File: config.mk
export PLATFORM = sky130hd
export DESIGN_NAME = alu_muldiv
export DESIGN_NICKNAME = d
export VERILOG_FILES = /design/src/rtl/alu_pkg.sv /design/src/rtl/RippleAdder.sv /design/src/rtl/alu_iter_mdu.sv /design/src/rtl/alu_muldiv.sv
export SDC_FILE = /design/constraint.sdc
export NUM_CORES = 1
export LEC_CHECK = 0
export BUFFER_PORTS_ARGS = -buffer_cell sky130_fd_sc_hd__clkbuf_2
export CORE_UTILIZATION = 25
export DETAILED_ROUTE_END_ITERATION = 16
export SKIP_CTS_REPAIR_TIMING = 1
export SYNTH_ARGS = -nofsm -noshare
export SYNTH_HDL_FRONTEND = slang
export SYNTH_SLANG_ARGS = --single-unit
File: constraint.sdc
create_clock -name clk -period 35.5 [get_ports clk]
set_clock_uncertainty 0.1 [all_clocks]
set_input_delay 1.775 -clock clk [delete_from_list [all_inputs] [get_ports clk]]
set_output_delay 1.775 -clock clk [all_outputs]
set_load 0.01 [all_outputs]
File: src/rtl/alu_pkg.sv
// Shared definitions for the EX-stage ALU with iterative multiply/divide:
// op-code map, handshake FSM states and op-class helpers.
package alu_pkg;

    localparam logic [4:0] OP_ADD    = 5'b00000;
    localparam logic [4:0] OP_SUB    = 5'b00001;
    localparam logic [4:0] OP_SLT    = 5'b00010;
    localparam logic [4:0] OP_SLTU   = 5'b00011;
    localparam logic [4:0] OP_OR     = 5'b00100;
    localparam logic [4:0] OP_AND    = 5'b00101;
    localparam logic [4:0] OP_XOR    = 5'b00111;
    localparam logic [4:0] OP_SRL    = 5'b01000;
    localparam logic [4:0] OP_SLL    = 5'b01001;
    localparam logic [4:0] OP_SRA    = 5'b01010;
    localparam logic [4:0] OP_PASSB  = 5'b01101;
    localparam logic [4:0] OP_MUL    = 5'b10000;
    localparam logic [4:0] OP_MULH   = 5'b10001;
    localparam logic [4:0] OP_MULHSU = 5'b10010;
    localparam logic [4:0] OP_MULHU  = 5'b10011;
    localparam logic [4:0] OP_DIV    = 5'b10100;
    localparam logic [4:0] OP_DIVU   = 5'b10101;
    localparam logic [4:0] OP_REM    = 5'b10110;
    localparam logic [4:0] OP_REMU   = 5'b10111;

    typedef enum logic [1:0] {
        ST_IDLE = 2'd0,
        ST_MUL  = 2'd1,
        ST_DIV  = 2'd2,
        ST_DONE = 2'd3
    } state_t;

    // Real M-extension ops; 11xxx codes are treated as single-cycle "return 0".
    function automatic logic is_mdu(input logic [4:0] op);
        return (op[4:3] == 2'b10);
    endfunction

    function automatic logic is_div(input logic [4:0] op);
        return (op[4:2] == 3'b101);
    endfunction

endpackage

File: src/rtl/RippleAdder.sv
// Plain ripple-carry adder with carry-in/carry-out, shared by ADD and SUB.
module RippleAdder #(
    parameter int WIDTH = 32
) (
    input  logic [WIDTH-1:0] i_a,
    input  logic [WIDTH-1:0] i_b,
    input  logic             i_cin,
    output logic [WIDTH-1:0] o_sum,
    output logic             o_cout
);

    logic w_carry;

    // Bit-serial carry chain evaluated as a loop to keep the carry a local variable.
    always_comb begin
        o_sum   = '0;
        w_carry = i_cin;
        for (int i = 0; i < WIDTH; i++) begin
            o_sum[i] = i_a[i] ^ i_b[i] ^ w_carry;
            w_carry  = (i_a[i] & i_b[i]) | (w_carry & (i_a[i] ^ i_b[i]));
        end
        o_cout = w_carry;
    end

endmodule

File: src/rtl/alu_iter_mdu.sv
// Iterative multiply (shift-add) and restoring divide on operand magnitudes,
// with sign fixup applied on the way out.
module alu_iter_mdu
    import alu_pkg::*;
#(
    parameter int WIDTH = 32
) (
    input  logic             clk,
    input  logic             rst_n,
    input  logic             i_abort,
    input  logic             i_start,
    input  logic [4:0]       i_op,
    input  logic [WIDTH-1:0] i_a,
    input  logic [WIDTH-1:0] i_b,
    output logic             o_done,
    output logic [WIDTH-1:0] o_result
);

    localparam int SHW = $clog2(WIDTH);
    localparam int CW  = SHW + 1;
    localparam logic [CW-1:0] CNT_ONE      = CW'(1);
    localparam logic [CW-1:0] CNT_MUL_LAST = CW'(WIDTH - 1);
    localparam logic [CW-1:0] CNT_DIV_LAST = CW'(WIDTH);

    logic [CW-1:0]        r_cnt;
    logic                 r_busy;
    logic                 r_is_div;
    logic                 r_hi_sel;
    logic                 r_neg;
    logic [WIDTH-1:0]     r_mcand;
    logic [2*WIDTH-1:0]   r_acc;

    logic                 w_sa;
    logic                 w_sb;
    logic                 w_is_div;
    logic                 w_sel;
    logic                 w_neg_a;
    logic                 w_neg_b;
    logic                 w_neg_res;
    logic [WIDTH-1:0]     w_mag_a;
    logic [WIDTH-1:0]     w_mag_b;
    logic [WIDTH:0]       w_mul_sum;
    logic [2*WIDTH-1:0]   w_mul_next;
    logic [2*WIDTH-1:0]   w_prod;
    logic [WIDTH:0]       w_div_shift;
    logic [WIDTH:0]       w_div_diff;
    logic [2*WIDTH-1:0]   w_div_next;
    logic [WIDTH-1:0]     w_div_val;

    // Op decode: operand signedness and which half (hi/rem) the caller wants.
    always_comb begin
        w_sa     = 1'b0;
        w_sb     = 1'b0;
        w_is_div = 1'b0;
        w_sel    = 1'b0;
        case (i_op)
            OP_MUL:    begin w_sa = 1'b1; w_sb = 1'b1; end
            OP_MULH:   begin w_sa = 1'b1; w_sb = 1'b1; w_sel = 1'b1; end
            OP_MULHSU: begin w_sa = 1'b1; w_sel = 1'b1; end
            OP_MULHU:  begin w_sel = 1'b1; end
            OP_DIV:    begin w_is_div = 1'b1; w_sa = 1'b1; w_sb = 1'b1; end
            OP_DIVU:   begin w_is_div = 1'b1; end
            OP_REM:    begin w_is_div = 1'b1; w_sa = 1'b1; w_sb = 1'b1; w_sel = 1'b1; end
            OP_REMU:   begin w_is_div = 1'b1; w_sel = 1'b1; end
            default:   begin w_sa = 1'b0; end
        endcase
        w_neg_a   = w_sa & i_a[WIDTH-1];
        w_neg_b   = w_sb & i_b[WIDTH-1];
        w_mag_a   = w_neg_a ? -i_a : i_a;
        w_mag_b   = w_neg_b ? -i_b : i_b;
        // A remainder takes the dividend's sign; everything else the XOR of signs.
        w_neg_res = (w_is_div && w_sel) ? w_neg_a : (w_neg_a ^ w_neg_b);
    end

    // One iteration step for each algorithm plus the sign-corrected result.
    always_comb begin
        w_mul_sum   = {1'b0, r_acc[2*WIDTH-1:WIDTH]} + {1'b0, (r_acc[0] ? r_mcand : '0)};
        w_mul_next  = {w_mul_sum, r_acc[WIDTH-1:1]};
        w_div_shift = {r_acc[2*WIDTH-1:WIDTH], r_acc[WIDTH-1]};
        w_div_diff  = w_div_shift - {1'b0, r_mcand};
        if (!w_div_diff[WIDTH]) begin
            w_div_next = {w_div_diff[WIDTH-1:0], r_acc[WIDTH-2:0], 1'b1};
        end else begin
            w_div_next = {w_div_shift[WIDTH-1:0], r_acc[WIDTH-2:0], 1'b0};
        end
        w_prod    = r_neg ? -w_mul_next : w_mul_next;
        w_div_val = r_hi_sel ? r_acc[2*WIDTH-1:WIDTH] : r_acc[WIDTH-1:0];
        if (r_is_div) begin
            o_result = r_neg ? -w_div_val : w_div_val;
            o_done   = r_busy && (r_cnt == CNT_DIV_LAST);
        end else begin
            // The last multiply step is folded into the output so latency stays WIDTH+1.
            o_result = r_hi_sel ? w_prod[2*WIDTH-1:WIDTH] : w_prod[WIDTH-1:0];
            o_done   = r_busy && (r_cnt == CNT_MUL_LAST);
        end
    end

    // Iteration state: load on start, step each cycle, stop on done or abort.
    always_ff @(posedge clk) begin
        if (!rst_n) begin
            r_busy   <= 1'b0;
            r_cnt    <= '0;
            r_is_div <= 1'b0;
            r_hi_sel <= 1'b0;
            r_neg    <= 1'b0;
            r_mcand  <= '0;
            r_acc    <= '0;
        end else if (i_abort) begin
            r_busy <= 1'b0;
            r_cnt  <= '0;
        end else if (i_start) begin
            r_busy   <= 1'b1;
            r_cnt    <= '0;
            r_is_div <= w_is_div;
            r_hi_sel <= w_sel;
            r_neg    <= w_neg_res;
            r_mcand  <= w_mag_b;
            r_acc    <= {{WIDTH{1'b0}}, w_mag_a};
        end else if (r_busy) begin
            if (o_done) begin
                r_busy <= 1'b0;
                r_cnt  <= '0;
            end else begin
                r_cnt <= r_cnt + CNT_ONE;
                r_acc <= r_is_div ? w_div_next : w_mul_next;
            end
        end
    end

endmodule

File: src/rtl/alu_muldiv.sv
// Handshaked execute-stage ALU: single-cycle base ops, iterative M ops,
// registered result with z/c/v flags.
module alu_muldiv
    import alu_pkg::*;
#(
    parameter int WIDTH = 32
) (
    input  logic             clk,
    input  logic             rst_n,
    input  logic             flush,
    input  logic             in_valid,
    output logic             in_ready,
    input  logic [4:0]       op,
    input  logic [WIDTH-1:0] a,
    input  logic [WIDTH-1:0] b,
    output logic             out_valid,
    input  logic             out_ready,
    output logic [WIDTH-1:0] alu_out,
    output logic             z,
    output logic             c,
    output logic             v
);

    localparam int SHW = $clog2(WIDTH);
    localparam logic [WIDTH-1:0] MIN_VAL = {1'b1, {(WIDTH-1){1'b0}}};

    state_t           r_state;

    logic             w_accept;
    logic             w_go_iter;
    logic             w_is_sub;
    logic [WIDTH-1:0] w_b_eff;
    logic [WIDTH-1:0] w_sum;
    logic             w_cout;
    logic [SHW-1:0]   w_shamt;
    logic [WIDTH-1:0] w_fast_res;
    logic             w_fast_c;
    logic             w_fast_v;
    logic             w_mdu_done;
    logic [WIDTH-1:0] w_mdu_res;

    assign in_ready = (r_state == ST_IDLE) || ((r_state == ST_DONE) && out_ready);
    assign w_accept = in_valid && in_ready && !flush;
    assign w_is_sub = (op == OP_SUB);
    assign w_b_eff  = w_is_sub ? ~b : b;
    assign w_shamt  = b[SHW-1:0];

    RippleAdder #(.WIDTH(WIDTH)) u_adder (
        .i_a    (a),
        .i_b    (w_b_eff),
        .i_cin  (w_is_sub),
        .o_sum  (w_sum),
        .o_cout (w_cout)
    );

    alu_iter_mdu #(.WIDTH(WIDTH)) u_mdu (
        .clk      (clk),
        .rst_n    (rst_n),
        .i_abort  (flush),
        .i_start  (w_accept && w_go_iter),
        .i_op     (op),
        .i_a      (a),
        .i_b      (b),
        .o_done   (w_mdu_done),
        .o_result (w_mdu_res)
    );

    // Single-cycle result path: base ops, divide special cases and unused codes.
    always_comb begin
        w_fast_res = '0;
        w_fast_c   = 1'b0;
        w_fast_v   = 1'b0;
        w_go_iter  = 1'b0;
        if (!op[4]) begin
            case (op)
                OP_ADD, OP_SUB: begin
                    w_fast_res = w_sum;
                    w_fast_c   = w_cout;
                    w_fast_v   = (a[WIDTH-1] == w_b_eff[WIDTH-1]) && (w_sum[WIDTH-1] != a[WIDTH-1]);
                end
                OP_AND:   w_fast_res = a & b;
                OP_OR:    w_fast_res = a | b;
                OP_XOR:   w_fast_res = a ^ b;
                OP_SLL:   w_fast_res = a << w_shamt;
                OP_SRL:   w_fast_res = a >> w_shamt;
                OP_SRA:   w_fast_res = $signed(a) >>> w_shamt;
                OP_PASSB: w_fast_res = b;
                OP_SLT:   w_fast_res = {{(WIDTH-1){1'b0}}, ($signed(a) < $signed(b))};
                OP_SLTU:  w_fast_res = {{(WIDTH-1){1'b0}}, (a < b)};
                default:  w_fast_res = '0;
            endcase
        end else if (is_mdu(op)) begin
            if (is_div(op) && (b == '0)) begin
                w_fast_res = op[1] ? a : '1;
            end else if (is_div(op) && !op[0] && (a == MIN_VAL) && (b == '1)) begin
                // MIN / -1 cannot be represented; pin to MIN / 0 without flagging v.
                w_fast_res = op[1] ? '0 : MIN_VAL;
            end else begin
                w_go_iter = 1'b1;
            end
        end else begin
            w_fast_res = '0;
        end
    end

    // Handshake FSM and registered result/flags.
    always_ff @(posedge clk) begin
        if (!rst_n) begin
            r_state   <= ST_IDLE;
            out_valid <= 1'b0;
            alu_out   <= '0;
            z         <= 1'b0;
            c         <= 1'b0;
            v         <= 1'b0;
        end else if (flush) begin
            r_state   <= ST_IDLE;
            out_valid <= 1'b0;
        end else if (w_accept) begin
            if (w_go_iter) begin
                r_state   <= is_div(op) ? ST_DIV : ST_MUL;
                out_valid <= 1'b0;
            end else begin
                r_state   <= ST_DONE;
                out_valid <= 1'b1;
                alu_out   <= w_fast_res;
                z         <= (w_fast_res == '0);
                c         <= w_fast_c;
                v         <= w_fast_v;
            end
        end else begin
            case (r_state)
                ST_MUL, ST_DIV: begin
                    if (w_mdu_done) begin
                        r_state   <= ST_DONE;
                        out_valid <= 1'b1;
                        alu_out   <= w_mdu_res;
                        z         <= (w_mdu_res == '0);
                        c         <= 1'b0;
                        v         <= 1'b0;
                    end
                end
                ST_DONE: begin
                    if (out_ready) begin
                        r_state   <= ST_IDLE;
                        out_valid <= 1'b0;
                    end
                end
                default: r_state <= ST_IDLE;
            endcase
        end
    end

endmodule

==> load_flow_metrics.sql <==
INSERT INTO impl_metrics (metric_group, metric, value, unit) VALUES
('run_status', 'status', 'finished clean', ''),
('synthesis', 'synth.net_count', '3435', ''),
('route', 'via_count', '25100', ''),
('final_layout', 'most-common-layout-cells', '341 x sky130_fd_sc_hd__nor2_1, 268 x sky130_fd_sc_hd__nand2_1, 249 x sky130_fd_sc_hd__a21oi_1', ''),
('sta', 'post-route-worst-setup-slack', '17.79', 'ns'),
('place', 'place.detailed.hpwl', '79.1', 'mm'),
('global_routing', 'global_route.usage.met3', '0.0327', ''),
('final_layout', 'post_layout_nonfiller_instances', '4249', ''),
('clocking', 'clk_pin_slew_worst_paths', '0.07', 'ns'),
('pwr', 'power_density', '24.4', 'nW/µm²'),
('global_routing', 'grt_start_max_net_pins', '89', ''),
('critical_path', 'rr_worst_depth', '16', ''),
('place', 'globalplace.congestion', '1.01', ''),
('synthesis', 'synth_seq_cells', '144', ''),
('final_layout', 'diodes', '0', ''),
('min_path', 'worst_hold_path_type', 'flip-flop to flip-flop', ''),
('route', 'viasPerCell', '5.90', ''),
('synthesis', 'postSynthAreaPerCell', '7.29', 'µm²'),
('synthesis', 'combinational_family_with_the_most_area_after_synthesis', 'compound AO/OA/AOI/OAI gates', ''),
('route', 'drt_first_iter_violations', '3106', ''),
('clocking', 'cts.path.max_buffers', '2', ''),
('synthesis', 'synth-main-ff-cell', 'sky130_fd_sc_hd__dfxtp_1', ''),
('sta', 'min_period', '17.71', 'ns'),
('synthesis', 'yosys_warnings', '0', ''),
('clocking', 'worstSkewPairLatency', '0.50', 'ns'),
('synthesis', 'synthesis.instances', '3158', ''),
('final_layout', 'final_layout_size_suffix_gt1_frac', '0.102', ''),
('critical_path', 'timing.critical_path.to_type', 'flip-flop', ''),
('floorplanning', 'ioPinCount', '111', ''),
('sta', 'final.setup.tns', '0', 'ns'),
('critical_path', 'crit_family', 'adder cells', ''),
('pwr', 'power.static_leakage', '9.23', 'nW'),
('place', 'placedInstanceArea', '24400', 'µm²'),
('synthesis', 'syn-cell-area', '23000', 'µm²'),
('sta', 'report.final.setup_viol', '0', ''),
('clocking', 'cts-htree-levels', '4', ''),
('global_routing', 'via_count_of_the_first_global_routing_pass', '22800', ''),
('critical_path', 'crit_slowest_cell', 'sky130_fd_sc_hd__a2111oi_0', ''),
('critical_path', 'crit_path_max_fanout', '19', ''),
('sta', 'max_slew_margin', '0.0912', ''),
('place', 'dpl_worst_slack', '17.64', 'ns'),
('route', 'first_pass_iters', '7', ''),
('synthesis', 'ys_seq_area_frac', '0.125', ''),
('global_routing', 'grt.met2_usage', '0.343', ''),
('floorplanning', 'fp.dieArea', '93400', 'µm²'),
('pwr', 'worst_ir_drop_vdd', '0.0403', 'mV'),
('min_path', 'whs_endpoint', 'alu_out[1]$_SDFFE_PN0P_', ''),
('critical_path', 'critical_path_depth', '45', ''),
('route', 'antenna_left', '0', ''),
('clocking', 'cts_num_sinks', '144', ''),
('place', 'port_buffer_cells', '110', ''),
('final_layout', 'layout_commonest_cell', 'sky130_fd_sc_hd__nor2_1', ''),
('clocking', 'cts_inserted_buffers', '17', ''),
('sta', 'drv_slew', '0', ''),
('global_routing', 'track_usage', '0.215', ''),
('floorplanning', 'initial_core_util', '0.254', ''),
('global_routing', 'use_met1', '0.280', ''),
('sta', 'post-route-period-util', '0.499', ''),
('critical_path', 'cp_data_arrival_time', '18.01', 'ns'),
('synthesis', 'synth_mux_area_frac', '0.110', ''),
('critical_path', 'critPathLaunch', 'op[1]', ''),
('clocking', 'cts_tree', 'built', ''),
('global_routing', 'grt.overflow.total', '0', ''),
('pwr', 'p_total', '0.609', 'mW'),
('route', 'final_routed_wire_length_divided_by_cell_count', '24.2', 'µm'),
('final_layout', 'final_nets', '3337', ''),
('route', 'route.detailed.drc', '0', ''),
('critical_path', 'timing.setup.critical_path_class', 'input port to flip-flop', ''),
('sta', 'achievable-frequency', '0.0565', 'GHz'),
('critical_path', 'crit_top_cell', 'sky130_fd_sc_hd__fa_1', ''),
('synthesis', 'synth_compound_gate_area_share', '0.276', '');
-- worst register-to-register path: stages (launching register included) --
cell,delay [ns]
sky130_fd_sc_hd__dfxtp_1,0.30
sky130_fd_sc_hd__buf_4,0.23
sky130_fd_sc_hd__and2_1,0.22
sky130_fd_sc_hd__ha_1,0.25
sky130_fd_sc_hd__fa_1,0.50
sky130_fd_sc_hd__xnor2_1,0.45
sky130_fd_sc_hd__nand4b_1,0.37
sky130_fd_sc_hd__a21oi_1,0.29
sky130_fd_sc_hd__nand4b_1,0.20
sky130_fd_sc_hd__or4_1,0.75
sky130_fd_sc_hd__or2_4,0.37
sky130_fd_sc_hd__o41ai_1,0.42
sky130_fd_sc_hd__xor2_1,0.18
sky130_fd_sc_hd__a211oi_1,0.37
sky130_fd_sc_hd__o21ai_1,0.10
sky130_fd_sc_hd__or4_1,0.56
sky130_fd_sc_hd__o31ai_2,0.20
-- flip-flops by register name (all words and copies together) (netlist names), 2 cells and up --
signal and flops:
r_state 2, u_mdu.r_acc 64, u_mdu.r_mcand 32, alu_out 32, u_mdu.r_cnt 6
-- cells by family after synthesis --
logic type / Yosys count
DFF: 144
buffers and inverters: 419
and+or+nand+nor: 1046
AOI/OAI and AO/OA: 960
muxes: 168
xor gates and xnor gates: 218
adders and majority gates: 203
-- Yosys cell counts, types with 35 or more instances --
library cell and count:
sky130_fd_sc_hd__xnor2_1 155, sky130_fd_sc_hd__mux4_2 66, sky130_fd_sc_hd__inv_1 144, sky130_fd_sc_hd__a21oi_1 249, sky130_fd_sc_hd__a211oi_1 77, sky130_fd_sc_hd__xor2_1 62, sky130_fd_sc_hd__and2_1 48, sky130_fd_sc_hd__nor4_1 37
sky130_fd_sc_hd__o31ai_1 37, sky130_fd_sc_hd__ha_1 170, sky130_fd_sc_hd__nand2_1 269, sky130_fd_sc_hd__nand4_1 37, sky130_fd_sc_hd__nand3_1 58, sky130_fd_sc_hd__mux2i_1 89, sky130_fd_sc_hd__nor3_1 93, sky130_fd_sc_hd__o21ai_0 179
sky130_fd_sc_hd__a22oi_1 56, sky130_fd_sc_hd__nor2_1 345, sky130_fd_sc_hd__clkbuf_1 218, sky130_fd_sc_hd__dfxtp_1 144, sky130_fd_sc_hd__buf_1 35, sky130_fd_sc_hd__o211ai_1 68
-- metrics by stage --
| stage | hold slack [ns] | utilization |
|---|---|---|
| after global routing | 0.391 | 0.276 |
| after global placement | 0.352 | 0.269 |
| after detailed placement | 0.359 | 0.269 |
| final | 0.366 | 0.276 |
| after floorplan | 0.340 | - |
| after CTS | 0.369 | 0.276 |
-- cell type report --
cell class	count	area (µm²)	area share
Clock buffer	18	439	0.0176
Clock inverter	14	144	0.00576
Inverter	146	549	0.0220
Multi-Input combinational cell	2595	18600	0.744
Sequential cell	144	2890	0.116
Tap cell	1176	1470	0.0589
Timing Repair Buffer	156	901	0.0360
-- per-layer routing --
metal | up-vias | part of all wire
li1 | 11400 | -
met1 | 12000 | 0.41
met2 | 1369 | 0.45
met3 | 272 | 0.083
met4 | 2 | 0.057
met5 | - | 0.00013
-- power breakdown --
part	switching (mW)	total, mW	internal (mW)
Combinational	0.158	0.245	0.0866
Sequential	0.00925	0.175	0.166
Clock	0.0890	0.189	0.100
Total	0.256	0.609	0.352
-- worst max path at each step --
stage and end:
2_1_floorplan z$_SDFFE_PN0P_, 3_3_place_gp z$_SDFFE_PN0P_, 3_5_place_dp z$_SDFFE_PN0P_, 4_1_cts z$_SDFFE_PN0P_, 5_1_grt z$_SDFFE_PN0P_, 6_report z$_SDFFE_PN0P_
No activity file was read; power rests on OpenSTA's default activity.
